## src/rtl/dmem_initiator.sv

```systemverilog
// Data-memory bus initiator: turns host load/store commands into req/gnt/rvalid transactions.
// Optional macro DMEM_TIMEOUT_EN aborts a transaction stuck in REQ/RSP after TIMEOUT_CYCLES.
module dmem_initiator #(
   parameter int TIMEOUT_CYCLES = 255,
   parameter int CNT_W          = 8
) (
   input  logic        HCLK,
   input  logic        HRESETn,
   input  logic        cmd_valid,
   output logic        cmd_ready,
   input  logic        cmd_write,
   input  logic [31:0] cmd_addr,
   input  logic [1:0]  cmd_size,
   input  logic        cmd_signed,
   input  logic [31:0] cmd_wdata,
   output logic        rsp_valid,
   output logic [31:0] rsp_rdata,
   output logic        rsp_err,
   output logic        data_req,
   output logic [31:0] data_addr,
   output logic [3:0]  data_be,
   output logic        data_write,
   output logic [31:0] data_wdata,
   input  logic        data_gnt,
   input  logic        data_rvalid,
   input  logic [31:0] data_rdata
);

   typedef enum logic [1:0] {IDLE, REQ, RSP, ERR} state_t;

   if (TIMEOUT_CYCLES < 1 || TIMEOUT_CYCLES > (1 << CNT_W) - 1) begin : g_bad_cnt_w
      $error("CNT_W too narrow for TIMEOUT_CYCLES");
   end

   state_t      state, state_next;
   logic [1:0]  lat_off, lat_size;
   logic        lat_signed, lat_write;
   logic        legal, accept, timeout_hit;
   logic [3:0]  lane_be;
   logic [31:0] lane_wdata, load_data;
   logic [7:0]  rd_byte;
   logic [15:0] rd_half;

   logic        req_next, write_next, rsp_valid_next, rsp_err_next;
   logic [31:0] addr_next, wdata_next, rsp_rdata_next;
   logic [3:0]  be_next;

   assign cmd_ready = (state == IDLE);
   assign legal     = (cmd_size == 2'b00) ||
                      (cmd_size == 2'b01 && !cmd_addr[0]) ||
                      (cmd_size == 2'b10 && cmd_addr[1:0] == 2'b00);
   assign accept    = (state == IDLE) && cmd_valid && legal;

`ifdef DMEM_TIMEOUT_EN
   logic [CNT_W-1:0] wait_cnt;

   always_ff @(posedge HCLK or negedge HRESETn) begin
      if (!HRESETn)
         wait_cnt <= '0;
      else if (accept)
         wait_cnt <= '0;
      else if (state == REQ || state == RSP)
         wait_cnt <= wait_cnt + 1'b1;
   end

   assign timeout_hit = (state == REQ || state == RSP) &&
                        (wait_cnt == CNT_W'(TIMEOUT_CYCLES - 1));
`else
   assign timeout_hit = 1'b0;
`endif

   // Lane steering for stores and lane extraction/extension for loads
   always_comb begin
      lane_be    = 4'b1111;
      lane_wdata = cmd_wdata;
      case (cmd_size)
         2'b00: begin
            lane_be    = 4'b0001 << cmd_addr[1:0];
            lane_wdata = {4{cmd_wdata[7:0]}};
         end
         2'b01: begin
            lane_be    = 4'b0011 << cmd_addr[1:0];
            lane_wdata = {2{cmd_wdata[15:0]}};
         end
         default: ;
      endcase
      rd_byte = data_rdata[{lat_off, 3'b000} +: 8];
      rd_half = data_rdata[{lat_off[1], 4'b0000} +: 16];
      case (lat_size)
         2'b00:   load_data = {{24{lat_signed & rd_byte[7]}}, rd_byte};
         2'b01:   load_data = {{16{lat_signed & rd_half[15]}}, rd_half};
         default: load_data = data_rdata;
      endcase
   end

   always_comb begin
      state_next     = state;
      req_next       = data_req;
      addr_next      = data_addr;
      be_next        = data_be;
      write_next     = data_write;
      wdata_next     = data_wdata;
      rsp_valid_next = 1'b0;
      rsp_err_next   = 1'b0;
      rsp_rdata_next = rsp_rdata;
      case (state)
         IDLE: begin
            if (cmd_valid) begin
               if (legal) begin
                  state_next = REQ;
                  req_next   = 1'b1;
                  addr_next  = {cmd_addr[31:2], 2'b00};
                  be_next    = lane_be;
                  write_next = cmd_write;
                  wdata_next = lane_wdata;
               end else begin
                  state_next = ERR;
               end
            end
         end
         REQ: begin
            if (data_gnt) begin
               state_next = RSP;
               req_next   = 1'b0;
            end else if (timeout_hit) begin
               state_next     = IDLE;
               req_next       = 1'b0;
               rsp_valid_next = 1'b1;
               rsp_err_next   = 1'b1;
               rsp_rdata_next = '0;
            end
         end
         RSP: begin
            if (data_rvalid) begin
               state_next     = IDLE;
               rsp_valid_next = 1'b1;
               rsp_rdata_next = lat_write ? 32'h0 : load_data;
            end else if (timeout_hit) begin
               state_next     = IDLE;
               rsp_valid_next = 1'b1;
               rsp_err_next   = 1'b1;
               rsp_rdata_next = '0;
            end
         end
         ERR: begin
            state_next     = IDLE;
            rsp_valid_next = 1'b1;
            rsp_err_next   = 1'b1;
            rsp_rdata_next = '0;
         end
         default: state_next = IDLE;
      endcase
   end

   always_ff @(posedge HCLK or negedge HRESETn) begin
      if (!HRESETn)
         state <= IDLE;
      else
         state <= state_next;
   end

   // Bus and response outputs are registered; command attributes kept for load extraction
   always_ff @(posedge HCLK or negedge HRESETn) begin
      if (!HRESETn) begin
         data_req   <= 1'b0;
         data_addr  <= '0;
         data_be    <= '0;
         data_write <= 1'b0;
         data_wdata <= '0;
         rsp_valid  <= 1'b0;
         rsp_err    <= 1'b0;
         rsp_rdata  <= '0;
         lat_off    <= '0;
         lat_size   <= '0;
         lat_signed <= 1'b0;
         lat_write  <= 1'b0;
      end else begin
         data_req   <= req_next;
         data_addr  <= addr_next;
         data_be    <= be_next;
         data_write <= write_next;
         data_wdata <= wdata_next;
         rsp_valid  <= rsp_valid_next;
         rsp_err    <= rsp_err_next;
         rsp_rdata  <= rsp_rdata_next;
         if (accept) begin
            lat_off    <= cmd_addr[1:0];
            lat_size   <= cmd_size;
            lat_signed <= cmd_signed;
            lat_write  <= cmd_write;
         end
      end
   end

endmodule

```

## config.mk

```make
export PLATFORM = sky130hd
export DESIGN_NAME = dmem_initiator
export DESIGN_NICKNAME = d
export VERILOG_FILES = /design/src/rtl/dmem_initiator.sv
export SDC_FILE = /design/constraint.sdc
export NUM_CORES = 1
export LEC_CHECK = 0
export BUFFER_PORTS_ARGS = -buffer_cell sky130_fd_sc_hd__buf_4
export CORE_MARGIN = 4
export CORE_UTILIZATION = 53
export CTS_CLUSTER_SIZE = 40
export DETAILED_ROUTE_END_ITERATION = 10
export HOLD_SLACK_MARGIN = 0.05
export PLACE_DENSITY = 0.86
export SLEW_MARGIN = 20
export SYNTH_ARGS = -nofsm -noshare
export SYNTH_HDL_FRONTEND = slang
export SYNTH_SLANG_ARGS = --single-unit
```

## constraint.sdc

```tcl
create_clock -name HCLK -period 4.25 [get_ports HCLK]
set_input_delay 0.85 -clock HCLK [delete_from_list [all_inputs] [get_ports HCLK]]
set_output_delay 0.85 -clock HCLK [all_outputs]
set_load 0.02 [all_outputs]
```

==> impl_metrics.json, run 1 <==
{
  "leakagePower_nw": 3.72,
  "fin_skew_ns": 0.00808,
  "syn_inst": 405,
  "ys_seq_elements": 109,
  "slew_headroom_pct": 28.4,
  "fin_setup_tns_ns": 0,
  "finalHoldViolCount": 0,
  "synth_cell_type_count": 37,
  "setup_slack_ns": 1.50,
  "post-place-ws_ns": 1.17,
  "diodes": 0,
  "cp-end-kind": "register",
  "dp_hpwl_um": 10500,
  "cp-startpoint": "state[0]",
  "clock_latency_ns": 0.36,
  "tightest_slew_ns": 1.07,
  "path_clk_slew_ns": 0.11,
  "final_cells": 736,
  "cts_resized": 0,
  "yosys_warnings": 0,
  "ir_worst_vdd_v": 0.000457,
  "async_flop_share_pct": 100,
  "setup_violations": 0,
  "hold_start": "rsp_rdata[3]",
  "rsz0062_at_grt": "no",
  "design_area_mm2": 0.00718,
  "grt_max_degree": 57,
  "cp_max_fo": 19,
  "grt_pass1_wl_um": 21800,
  "gp_congestion": 0.886,
  "synth.most_common_cell": "dfrtp_1",
  "fp-row-count": 36,
  "antenna_found_initial": 0,
  "vias_per_cell": 5.43,
  "cts_sinks": 109,
  "die_y_um": 109,
  "overflow": 0,
  "htree_levels": 3,
  "start_kind": "register",
  "netlist_area_mm2": 0.00540,
  "reg2reg_depth": 3,
  "grt.total_usage_pct": 23.8,
  "nNetsFinal": 703,
  "synth-edff-count": 0,
  "syn_to_final_growth_pct": 33.0,
  "post-route-util_pct": 72.8,
  "status": "finished, final reports clean",
  "synth_top_area_share_pct": 50.5,
  "cts-buffers-inserted": 9,
  "hold_class": "register to register",
  "wire_per_inst_um": 19.3,
  "p_per_area_mw_per_mm2": 762,
  "placement.io_buffers": 207,
  "clock_path_buffers": 2,
  "worstPathArrival_ns": 3.04,
  "coreArea_mm2": 0.00986,
  "slew_viol_final": 0,
  "drive_gt1_share_pct": 54.7,
  "place_inst": 720,
  "synth_commonest_cells": "dfrtp_1, mux2_4, o21ai_0",
  "yosys.area.top_type": "dfrtp_1",
  "r2r_start": "state[0]",
  "fmax_ghz": 0.364,
  "crit_required_ns": 4.54,
  "dominantRegCellSynth": "dfrtp_1",
  "first_pass_iters": 4,
  "dpl_cell_area_mm2": 0.00697,
  "min_period_over_period_pct": 64.6,
  "ctsHoldBuffers": 0,
  "synth_area_leaders": "dfrtp_1, mux2_4, mux2_2",
  "finalCriticalPeriod_ns": 2.75,
  "yosysSeqAreaShare_pct": 50.5,
  "worst_hold_path.num_cells": 2,
  "io_pins": 210,
  "antenna_left": 0,
  "die-area_mm2": 0.0119,
  "initial_core_util_pct": 54.7,
  "root_buffer": "clkbuf_8",
  "drc": 0,
  "power_mw": 5.47,
  "post-cts-setup-buffers": 0,
  "grt_pass1_vias": 4153,
  "vias": 3996,
  "cts_tree": "yes",
  "routed_wl_um": 14200,
  "critPathKind": "register to register",
  "die_x_um": 109,
  "hold_ws_ns": 0.501,
  "first_iter_violations": 218,
  "maxCapViolCount": 0,
  "avgSynthCellArea_um2": 13.3
}
==> worst max-delay path, stage by stage (launching register included) <==
cell and delay [ns]:
dfrtp_1 0.49, nand4bb_1 0.78, nor2_1 1.10, a221o_1 0.30
==> worst paths after layout <==
path                                  end  slack [ns]
max reg2reg                 rsp_rdata[30]        1.50
min                          rsp_rdata[3]        0.50
min in group asynchronous    rsp_rdata[5]        0.52
max                         rsp_rdata[30]        1.50
min reg2reg                  rsp_rdata[3]        0.50
max in group asynchronous  data_wdata[19]        2.84
==> where the power goes <==
part | internal [mW] | leakage [nW] | switching, mW | total [mW]
Combinational | 1.46 | 2.26 | 1.40 | 2.86
Clock | 0.309 | 0.107 | 0.357 | 0.666
Sequential | 1.54 | 1.35 | 0.403 | 1.95
Total | 3.31 | 3.72 | 2.16 | 5.47
==> layout make-up <==
type                            instances  area (um2)
Fill cell                             632        2690
Tap cell                              133         166
Sequential cell                       109        2730
Multi-Input combinational cell        251        2410
Timing Repair Buffer                  213        1610
Clock buffer                           12         155
Inverter                               14        52.6
Clock inverter                          4        56.3
==> state kept, by name, summed over array words and instances, names as in the netlist <==
signal and count:
data_write 1, rsp_rdata 32, data_be 4, lat_signed 1, data_req 1, lat_off 2
state 2, data_wdata 32, data_addr 30, rsp_err 1, lat_size 2, rsp_valid 1
==> logic make-up (layout without fill, tap and decap cells) <==
group | after synthesis | after routing | synth area share [%]
AO/OA/AOI/OAI | 89 | 89 | 11.9
other | 1 | 2 | 0.0695
flip-flops | 109 | 109 | 50.5
buffers and inverters | 46 | 243 | 5.01
AND/OR/NAND/NOR | 47 | 47 | 4.40
multiplexers | 113 | 113 | 28.1
==> cell usage in the layout, fill, tap and decap left out, drive strengths merged, types with 8 or more instances in the layout <==
cell type / Yosys / layout
buf: 20 / 213
clkbuf: 12 / 12
nor3: 8 / 8
o21ai: 29 / 29
mux2i: 16 / 16
and2: 8 / 8
mux2: 97 / 97
dfrtp: 109 / 109
a21oi: 19 / 19
inv: 13 / 13
a22o: 8 / 8
nand2: 19 / 19
a221o: 16 / 16
==> layer usage <==
metal / global-route usage (%) / routed length (um) / part of all wire (%) / up-vias
li1: - / - / - / 1847
met4: 6.58 / 193 / 1.4 / 0
met1: 30.6 / 5770 / 41 / 1947
met5: 0 / 0 / 0 / -
met2: 39.6 / 6910 / 49 / 188
met3: 6.45 / 1340 / 9.4 / 14
Note: power is estimated with default switching activity, not from simulation.
==> inputs of run 2 (changes only) <==
CORE_UTILIZATION = 44   (was 53)
PLACE_DENSITY = 0.76   (was 0.86)
clock period = 2.2 ns   (was 4.25 ns; I/O delays follow)
==> run 2 against run 1 <==
Combinational power grew 96%; clock skew shrank 0.0021 ns; clock-buffer cell count down 2; critical path depth unchanged; wire length up 1.1%; highest routed layer unchanged; global-route usage is 3.1 points lower; sequential cell count unchanged; via count up 2.9%; register-to-register slack lost 1.3 ns; die area is 19% higher; sequential share of layout area down 1.2 points; largest power group unchanged; power up 100%.
==> impl_metrics.json, run 2 (same netlist as run 1, synthesis figures left out) <==
{
  "status": "finished, final reports clean",
  "hold_class": "input pin to asynchronous set/reset pin",
  "clock_path_buffers": 2,
  "initial_core_util_pct": 44.9,
  "grt_pass1_wl_um": 23200,
  "post-cts-setup-buffers": 0,
  "fmax_ghz": 0.513,
  "tightest_slew_ns": 1.05,
  "ir_worst_vdd_v": 0.000850,
  "final_common_cell": "buf_4",
  "cts_resized": 0,
  "io_pins": 210,
  "grt_pass1_vias": 4446,
  "syn_to_final_growth_pct": 37.1,
  "drc": 0,
  "nNetsFinal": 713,
  "crit_required_ns": 2.48,
  "slew_viol_final": 0,
  "power_mw": 11.1,
  "cts_sinks": 109,
  "wire_per_inst_um": 18.9,
  "drive_gt1_share_pct": 55.5,
  "p_per_area_mw_per_mm2": 1500,
  "critPathKind": "register to register",
  "slew_headroom_pct": 29.9,
  "first_pass_iters": 4,
  "fp-row-count": 40,
  "path_clk_slew_ns": 0.07,
  "clock_latency_ns": 0.35,
  "die-area_mm2": 0.0141,
  "cts-buffers-inserted": 9,
  "die_y_um": 119,
  "htree_levels": 3,
  "rsz0062_at_grt": "no",
  "final_cell_mix": "buf_4, dfrtp_1, mux2_4, o21ai_0, mux2_2",
  "fin_setup_tns_ns": 0,
  "gp_congestion": 0.860,
  "largestRegisters": "data_wdata: 32 flops, rsp_rdata: 32 flops, data_addr: 30 flops",
  "routed_wl_um": 14400,
  "ctsHoldBuffers": 0,
  "place_inst": 744,
  "grt.total_usage_pct": 20.6,
  "cp-end-kind": "register",
  "min_period_over_period_pct": 88.5,
  "start_kind": "register",
  "final_cells": 760,
  "placement.io_buffers": 207,
  "dp_hpwl_um": 10800,
  "cts_tree": "yes",
  "vias_per_cell": 5.41,
  "diodes": 0,
  "overflow": 0,
  "maxCapViolCount": 0,
  "grt_max_degree": 51,
  "die_x_um": 119,
  "setup_violations": 0,
  "coreArea_mm2": 0.0120,
  "fin_skew_ns": 0.00594,
  "first_iter_violations": 201,
  "root_buffer": "clkbuf_16",
  "antenna_left": 0,
  "leakagePower_nw": 3.82,
  "finalHoldViolCount": 0,
  "finalCriticalPeriod_ns": 1.95,
  "vias": 4112,
  "cp_max_fo": 16,
  "antenna_found_initial": 0,
  "worstPathArrival_ns": 2.23
}
run 2: path summary, 6_finish.rpt:
| path | start | to | slack (ns) | cells past startpoint |
|---|---|---|---|---|
| max | state[0] | rsp_rdata[21] | 0.25 | 3 |
| min | HRESETn | data_write | 0.06 | 1 |
| max reg2reg | state[0] | rsp_rdata[21] | 0.25 | 3 |
| min reg2reg | rsp_rdata[5] | rsp_rdata[5] | 0.49 | 2 |
| max in group asynchronous | HRESETn | lat_signed | 1.54 | 2 |
| min in group HCLK | cmd_addr[25] | data_addr[25] | 0.32 | 2 |
run 2: metrics by stage:
step | area [um2] | setup WS, ns | hold WS (ns) | util (%)
floorplan | 5400 | 0.402 | 0.144 | -
global placement | 7080 | 0.232 | 0.447 | 59.0
detailed placement | 7080 | 0.221 | 0.457 | 59.0
CTS | 7400 | 0.239 | 0.0775 | 61.6
global route | 7400 | 0.0889 | 0.0953 | 61.6
finish | 7400 | 0.252 | 0.0619 | 61.6
run 2: layer usage:
layer,GRT usage [%],up-vias,routed length (um)
met4,7.82,0,299
met1,25.7,2039,5870
met2,34.0,173,6990
met5,0,-,0
li1,-,1883,-
met3,6.03,17,1220
run 2: report_power, final:
group / switching [mW] / internal [mW]
clock: 0.752 / 1.01
combinational: 2.72 / 2.88
sequential: 0.723 / 2.99
total: 4.20 / 6.88
run 2: layout make-up:
type                    instances  area, um2
fillers                       956       4610
flip-flops and latches        109       2730
multi-input cells             251       2410
repair buffers                223       1710
clock buffers                  10        229
well taps                     147        184
clock inverters                 6       91.3
inverters                      14       52.6
run 2: worst max-delay path, cell delays in order, from the launching register on:
cell       delay, ns
dfrtp_1         0.47
nand4bb_1       0.29
nor2_1          0.83
a221o_1         0.28
